==> config.mk <==
export PLATFORM = sky130hd
export DESIGN_NAME = delta_decoder
export DESIGN_NICKNAME = d
export VERILOG_FILES = /design/src/rtl/delta_decoder.sv
export SDC_FILE = /design/constraint.sdc
export NUM_CORES = 1
export LEC_CHECK = 0
export CAP_MARGIN = 10
export CORE_ASPECT_RATIO = 0.8
export CORE_UTILIZATION = 52
export DETAILED_ROUTE_END_ITERATION = 12
export PLACE_DENSITY = 0.93
export SYNTH_ARGS = -nofsm -noshare
export SYNTH_HDL_FRONTEND = slang
export SYNTH_SLANG_ARGS = --single-unit
export TNS_END_PERCENT = 50
==> constraint.sdc <==
create_clock -name clk -period 4 [get_ports clk]
set_clock_uncertainty 0.05 [all_clocks]
set_input_delay 1 -clock clk [delete_from_list [all_inputs] [get_ports clk]]
set_output_delay 1 -clock clk [all_outputs]
set_load 0.02 [all_outputs]
==> src/rtl/delta_decoder.sv <==
// delta_decoder
//   Rebuilds a sample stream from a seed value and a stream of differences.
//   A seed is loaded into the accumulator. Each accepted delta is added to the
//   accumulator modulo 2^DATAWIDTH. The new value is presented on sum one cycle
//   later, through a valid/ready output stage that can accept one delta per cycle.
//
// Parameters
//   DATAWIDTH    : width of seed, delta_in and sum
//   CNTWIDTH     : width of count
//   SIGNED_DELTA : 0 = unsigned deltas (wrap = carry-out)
//                  1 = two's-complement deltas (wrap = signed overflow)
//
// Ports
//   clk        in   rising-edge clock for all state
//   rst        in   synchronous active-high reset
//   seed_load  in   load seed into the accumulator and enter RUN
//   seed       in   reference value captured on seed_load
//   in_valid   in   delta_in is valid
//   delta_in   in   difference sample
//   in_ready   out  delta is accepted this cycle when in_valid is also high
//   out_valid  out  sum / wrap are valid
//   out_ready  in   downstream consumes sum this cycle
//   sum        out  reconstructed value
//   wrap       out  overflow flag of the addition that produced sum
//   count      out  deltas accepted since the last seed or reset (saturating)
//
// States
//   state | meaning
//   IDLE  | no reference held; deltas are ignored
//   RUN   | reference held in acc; deltas are accumulated

module delta_decoder #(
  parameter int DATAWIDTH    = 8,
  parameter int CNTWIDTH     = 16,
  parameter int SIGNED_DELTA = 0
) (
  input  logic                 clk,
  input  logic                 rst,
  input  logic                 seed_load,
  input  logic [DATAWIDTH-1:0] seed,
  input  logic                 in_valid,
  input  logic [DATAWIDTH-1:0] delta_in,
  output logic                 in_ready,
  output logic                 out_valid,
  input  logic                 out_ready,
  output logic [DATAWIDTH-1:0] sum,
  output logic                 wrap,
  output logic [CNTWIDTH-1:0]  count
);

  localparam logic [CNTWIDTH-1:0] CNT_MAX = '1;
  localparam int                  MSB     = DATAWIDTH - 1;

  typedef enum logic {
    IDLE = 1'b0,
    RUN  = 1'b1
  } state_t;

  state_t state;
  state_t state_nxt;

  logic [DATAWIDTH-1:0] acc;
  logic [DATAWIDTH:0]   add_full;
  logic [DATAWIDTH-1:0] add_res;
  logic                 add_ovf_s;
  logic                 add_wrap;
  logic                 accept;

  // State register
  always_ff @(posedge clk) begin
    if (rst) begin
      state <= IDLE;
    end else begin
      state <= state_nxt;
    end
  end

  // Next state and handshake.
  // in_ready is also gated by rst. Without that gate, a RUN-state block would
  // report ready during the reset cycle, even though that delta would be dropped.
  always_comb begin
    state_nxt = state;
    in_ready  = 1'b0;

    if (seed_load) begin
      state_nxt = RUN;
    end

    if ((state == RUN) && !seed_load && !rst && (!out_valid || out_ready)) begin
      in_ready = 1'b1;
    end
  end

  assign accept = in_valid & in_ready;

  // Adder with both overflow interpretations.
  // SIGNED_DELTA chooses which one is reported on wrap.
  assign add_full  = {1'b0, acc} + {1'b0, delta_in};
  assign add_res   = add_full[MSB:0];
  assign add_ovf_s = (acc[MSB] == delta_in[MSB]) && (add_res[MSB] != acc[MSB]);
  assign add_wrap  = (SIGNED_DELTA != 0) ? add_ovf_s : add_full[DATAWIDTH];

  // Datapath and output stage.
  // A seed leaves sum untouched: only out_valid and wrap are cleared, so the
  // stale value is never presented as valid.
  always_ff @(posedge clk) begin
    if (rst) begin
      acc       <= '0;
      sum       <= '0;
      wrap      <= 1'b0;
      out_valid <= 1'b0;
      count     <= '0;
    end else if (seed_load) begin
      acc       <= seed;
      wrap      <= 1'b0;
      out_valid <= 1'b0;
      count     <= '0;
    end else if (accept) begin
      acc       <= add_res;
      sum       <= add_res;
      wrap      <= add_wrap;
      out_valid <= 1'b1;
      if (count != CNT_MAX) begin
        count <= count + CNTWIDTH'(1);
      end
    end else if (out_valid && out_ready) begin
      out_valid <= 1'b0;
    end
  end

endmodule

==> flow_metrics.env, run 1 <==
export IMPL_worstSkewPairLatency_ns=0.29
export IMPL_p_leak_uw=0.000911
export IMPL_gp_congestion=0.828
export IMPL_crit_path_max_fanout=8
export IMPL_grt_use_total_pct=26.2
export IMPL_clockBufferDepth=2
export IMPL_num_vias=1906
export IMPL_cts_resized=0
export IMPL_synthFlopType="dfxtp_1"
export IMPL_drc_errors=0
export IMPL_first_iter_violations=184
export IMPL_ys_seq_area_share_pct=37.3
export IMPL_synthArstFlopShare_pct=0
export IMPL_cts_root_buffer="clkbuf_8"
export IMPL_startpoint_type="input pin"
export IMPL_hold_path_class="reg -> reg"
export IMPL_diodes=0
export IMPL_cts_tree="built"
export IMPL_routed_wirelength_mm=4.83
export IMPL_syn2layout_area_growth_pct=31.0
export IMPL_fin_area_um2=2460
export IMPL_viasPerCell=6.21
export IMPL_rsz0062_at_grt="no"
export IMPL_syn_nets=249
export IMPL_chipWidth_um=69.2
export IMPL_grt_pass1_wl_mm=7.98
export IMPL_dp_hpwl_mm=3.52
export IMPL_postSynthCellCount=218
export IMPL_fin_tns_setup_ns=0
export IMPL_grt_start_max_net_pins=25
export IMPL_io_buffers=47
export IMPL_cts_buffers=5
export IMPL_peakVddDrop_mv=0.181
export IMPL_status="finished clean"
export IMPL_yosysWarnings=0
export IMPL_coreArea_um2=3450
export IMPL_synthTopCellsByCount="dfxtp_1, nand2_1, a21oi_1"
export IMPL_post_cts_buffers=0
export IMPL_cp_arrival_ns=2.50
export IMPL_ant_nets=0
export IMPL_placement_cell_area_um2=2370
export IMPL_ys_ff_latch=35
export IMPL_clkSinkCount=35
export IMPL_fin_crit_ns=3.55
export IMPL_path_clk_slew_ns=0.07
export IMPL_slew_headroom_pct=30.2
export IMPL_p_per_area_nw_per_um2=294
export IMPL_yosysTopAreaCellShare_pct=37.3
export IMPL_critical_path_class="in -> out"
export IMPL_grt_pass1_vias=1763
export IMPL_setup_viol=0
export IMPL_synth_largest_area_cell="dfxtp_1"
export IMPL_cp_end_kind="output pin"
export IMPL_final_nets=296
export IMPL_final_period_utilization_pct=88.8
export IMPL_die_area_um2=3860
export IMPL_final_hold_viol_count=0
export IMPL_cp_required_ns=2.95
export IMPL_synthesis_area_um2=1880
export IMPL_synthTopCellsByArea="dfxtp_1, nand2_1, ha_1, mux2i_1, a21oi_1"
export IMPL_wl_per_cell_um=15.7
export IMPL_cts_hold_buf=0
export IMPL_fmax_ghz=0.282
export IMPL_grt_antenna_before_repair=0
export IMPL_final_max_slew_viol_count=0
export IMPL_drive_above_1_share_pct=6.04
export IMPL_total_power_uw=724
export IMPL_tightest_slew_ns=1.04
export IMPL_synth_edf_count=0
export IMPL_gr_total_overflow=0
export IMPL_synth_area_per_cell_um2=8.61
export IMPL_fillers=271
export IMPL_num_rows=19
export IMPL_cts_max_level=2
export IMPL_drtPass1Iterations=4
export IMPL_die_y_um=55.8
export IMPL_start_util_pct=54.5
export IMPL_synthDistinctLibCells=44
export IMPL_io_pins=48
export IMPL_max_cap_violations=0
## worst paths after layout
path                                          start             endpoint  slack [ns]  cells after the start
worst min-delay path            sum[0]$_SDFFE_PP0P_  sum[0]$_SDFFE_PP0P_        0.41                      2
worst max register to register  acc[0]$_SDFFE_PP0P_  acc[6]$_SDFFE_PP0P_        1.83                      6
worst min register to register  sum[0]$_SDFFE_PP0P_  sum[0]$_SDFFE_PP0P_        0.41                      2
worst max-delay path                      out_ready             in_ready        0.45                      4
## cells in the final DEF (no fill, tap or decap), drive strengths merged, types with 5 or more instances in the layout
master / instances
clkdlybuf4s50: 47
nand2: 35
dfxtp: 35
a21oi: 14
nand3: 12
ha: 9
a31oi: 8
mux2i: 8
or3: 7
and3: 6
or4: 6
o211ai: 6
clkbuf: 6
nand4: 6
nor2: 5
o21ai: 5
nor4: 5
## routing by layer
metal  vias to the layer above  part of all wire [%]  GRT usage (%)
met1                       870                    46           35.7
met4                         0                   2.6           13.4
met2                        94                    44           38.3
met5                         -                     0              0
met3                        16                   7.7           6.70
li1                        926                     -              -
## logic make-up after synthesis
family                   share of synthesized area, %
AO/OA/AOI/OAI                                    19.9
XOR/XNOR                                        0.933
adder cells (fa/ha/maj)                          7.06
buffers and inverters                            3.93
flip-flops                                       37.3
multiplexers                                     4.86
AND/OR/NAND/NOR                                  26.0
## critical path, cell delays in order
cell and delay [ns]:
clkdlybuf4s50_1 0.45, nand2b_1 0.26, and3_1 0.20, clkdlybuf4s50_1 0.60
## power by group
| part | internal (µW) | switching, µW | total (µW) |
|---|---|---|---|
| Sequential | 357 | 6.40 | 364 |
| Clock | 135 | 123 | 258 |
| Combinational | 50.2 | 52.0 | 102 |
## final cells by class
cell class                      count  area (µm²)  area share (%)
Timing Repair Buffer               51         500            20.3
Multi-Input combinational cell    168        1100            44.9
Sequential cell                    35         701            28.5
Tap cell                           42        52.6            2.14
Inverter                            4        15.0           0.610
Clock inverter                      1        5.00           0.203
Clock buffer                        6        82.6            3.36
## state kept, by name, indices dropped and copies added (netlist names)
name	cells
count	16
acc	8
sum	8
state	1
wrap	1
out_valid	1
## metrics by stage
stage	instances	setup slack, ns	hold WS, ns	util (%)
floorplan	218	1.32	0.409	-
global placement	300	0.508	0.396	68.8
detailed placement	300	0.459	0.396	68.8
CTS	307	0.452	0.414	71.4
global route	307	0.401	0.437	71.4
finish	307	0.449	0.411	71.4
Power figures use the tool's default switching activity.
==> run 2: changes to the inputs <==
--- a/config.mk
+++ b/config.mk
@@ -8,6 +8,7 @@
 export CAP_MARGIN = 10
 export CORE_ASPECT_RATIO = 0.8
 export CORE_UTILIZATION = 52
+export CTS_CLUSTER_SIZE = 8
 export DETAILED_ROUTE_END_ITERATION = 12
 export PLACE_DENSITY = 0.93
 export SYNTH_ARGS = -nofsm -noshare
==> results of run 2 <==
Final layout, timing and power as in run 1 (identical DEF).
==> run 3: changes to the inputs <==
--- a/config.mk
+++ b/config.mk
@@ -11,6 +11,7 @@
 export CTS_CLUSTER_SIZE = 8
 export DETAILED_ROUTE_END_ITERATION = 12
 export PLACE_DENSITY = 0.93
+export SLEW_MARGIN = 20
 export SYNTH_ARGS = -nofsm -noshare
 export SYNTH_HDL_FRONTEND = slang
 export SYNTH_SLANG_ARGS = --single-unit
==> results of run 3 <==
Final layout, timing and power as in run 1 (identical DEF).
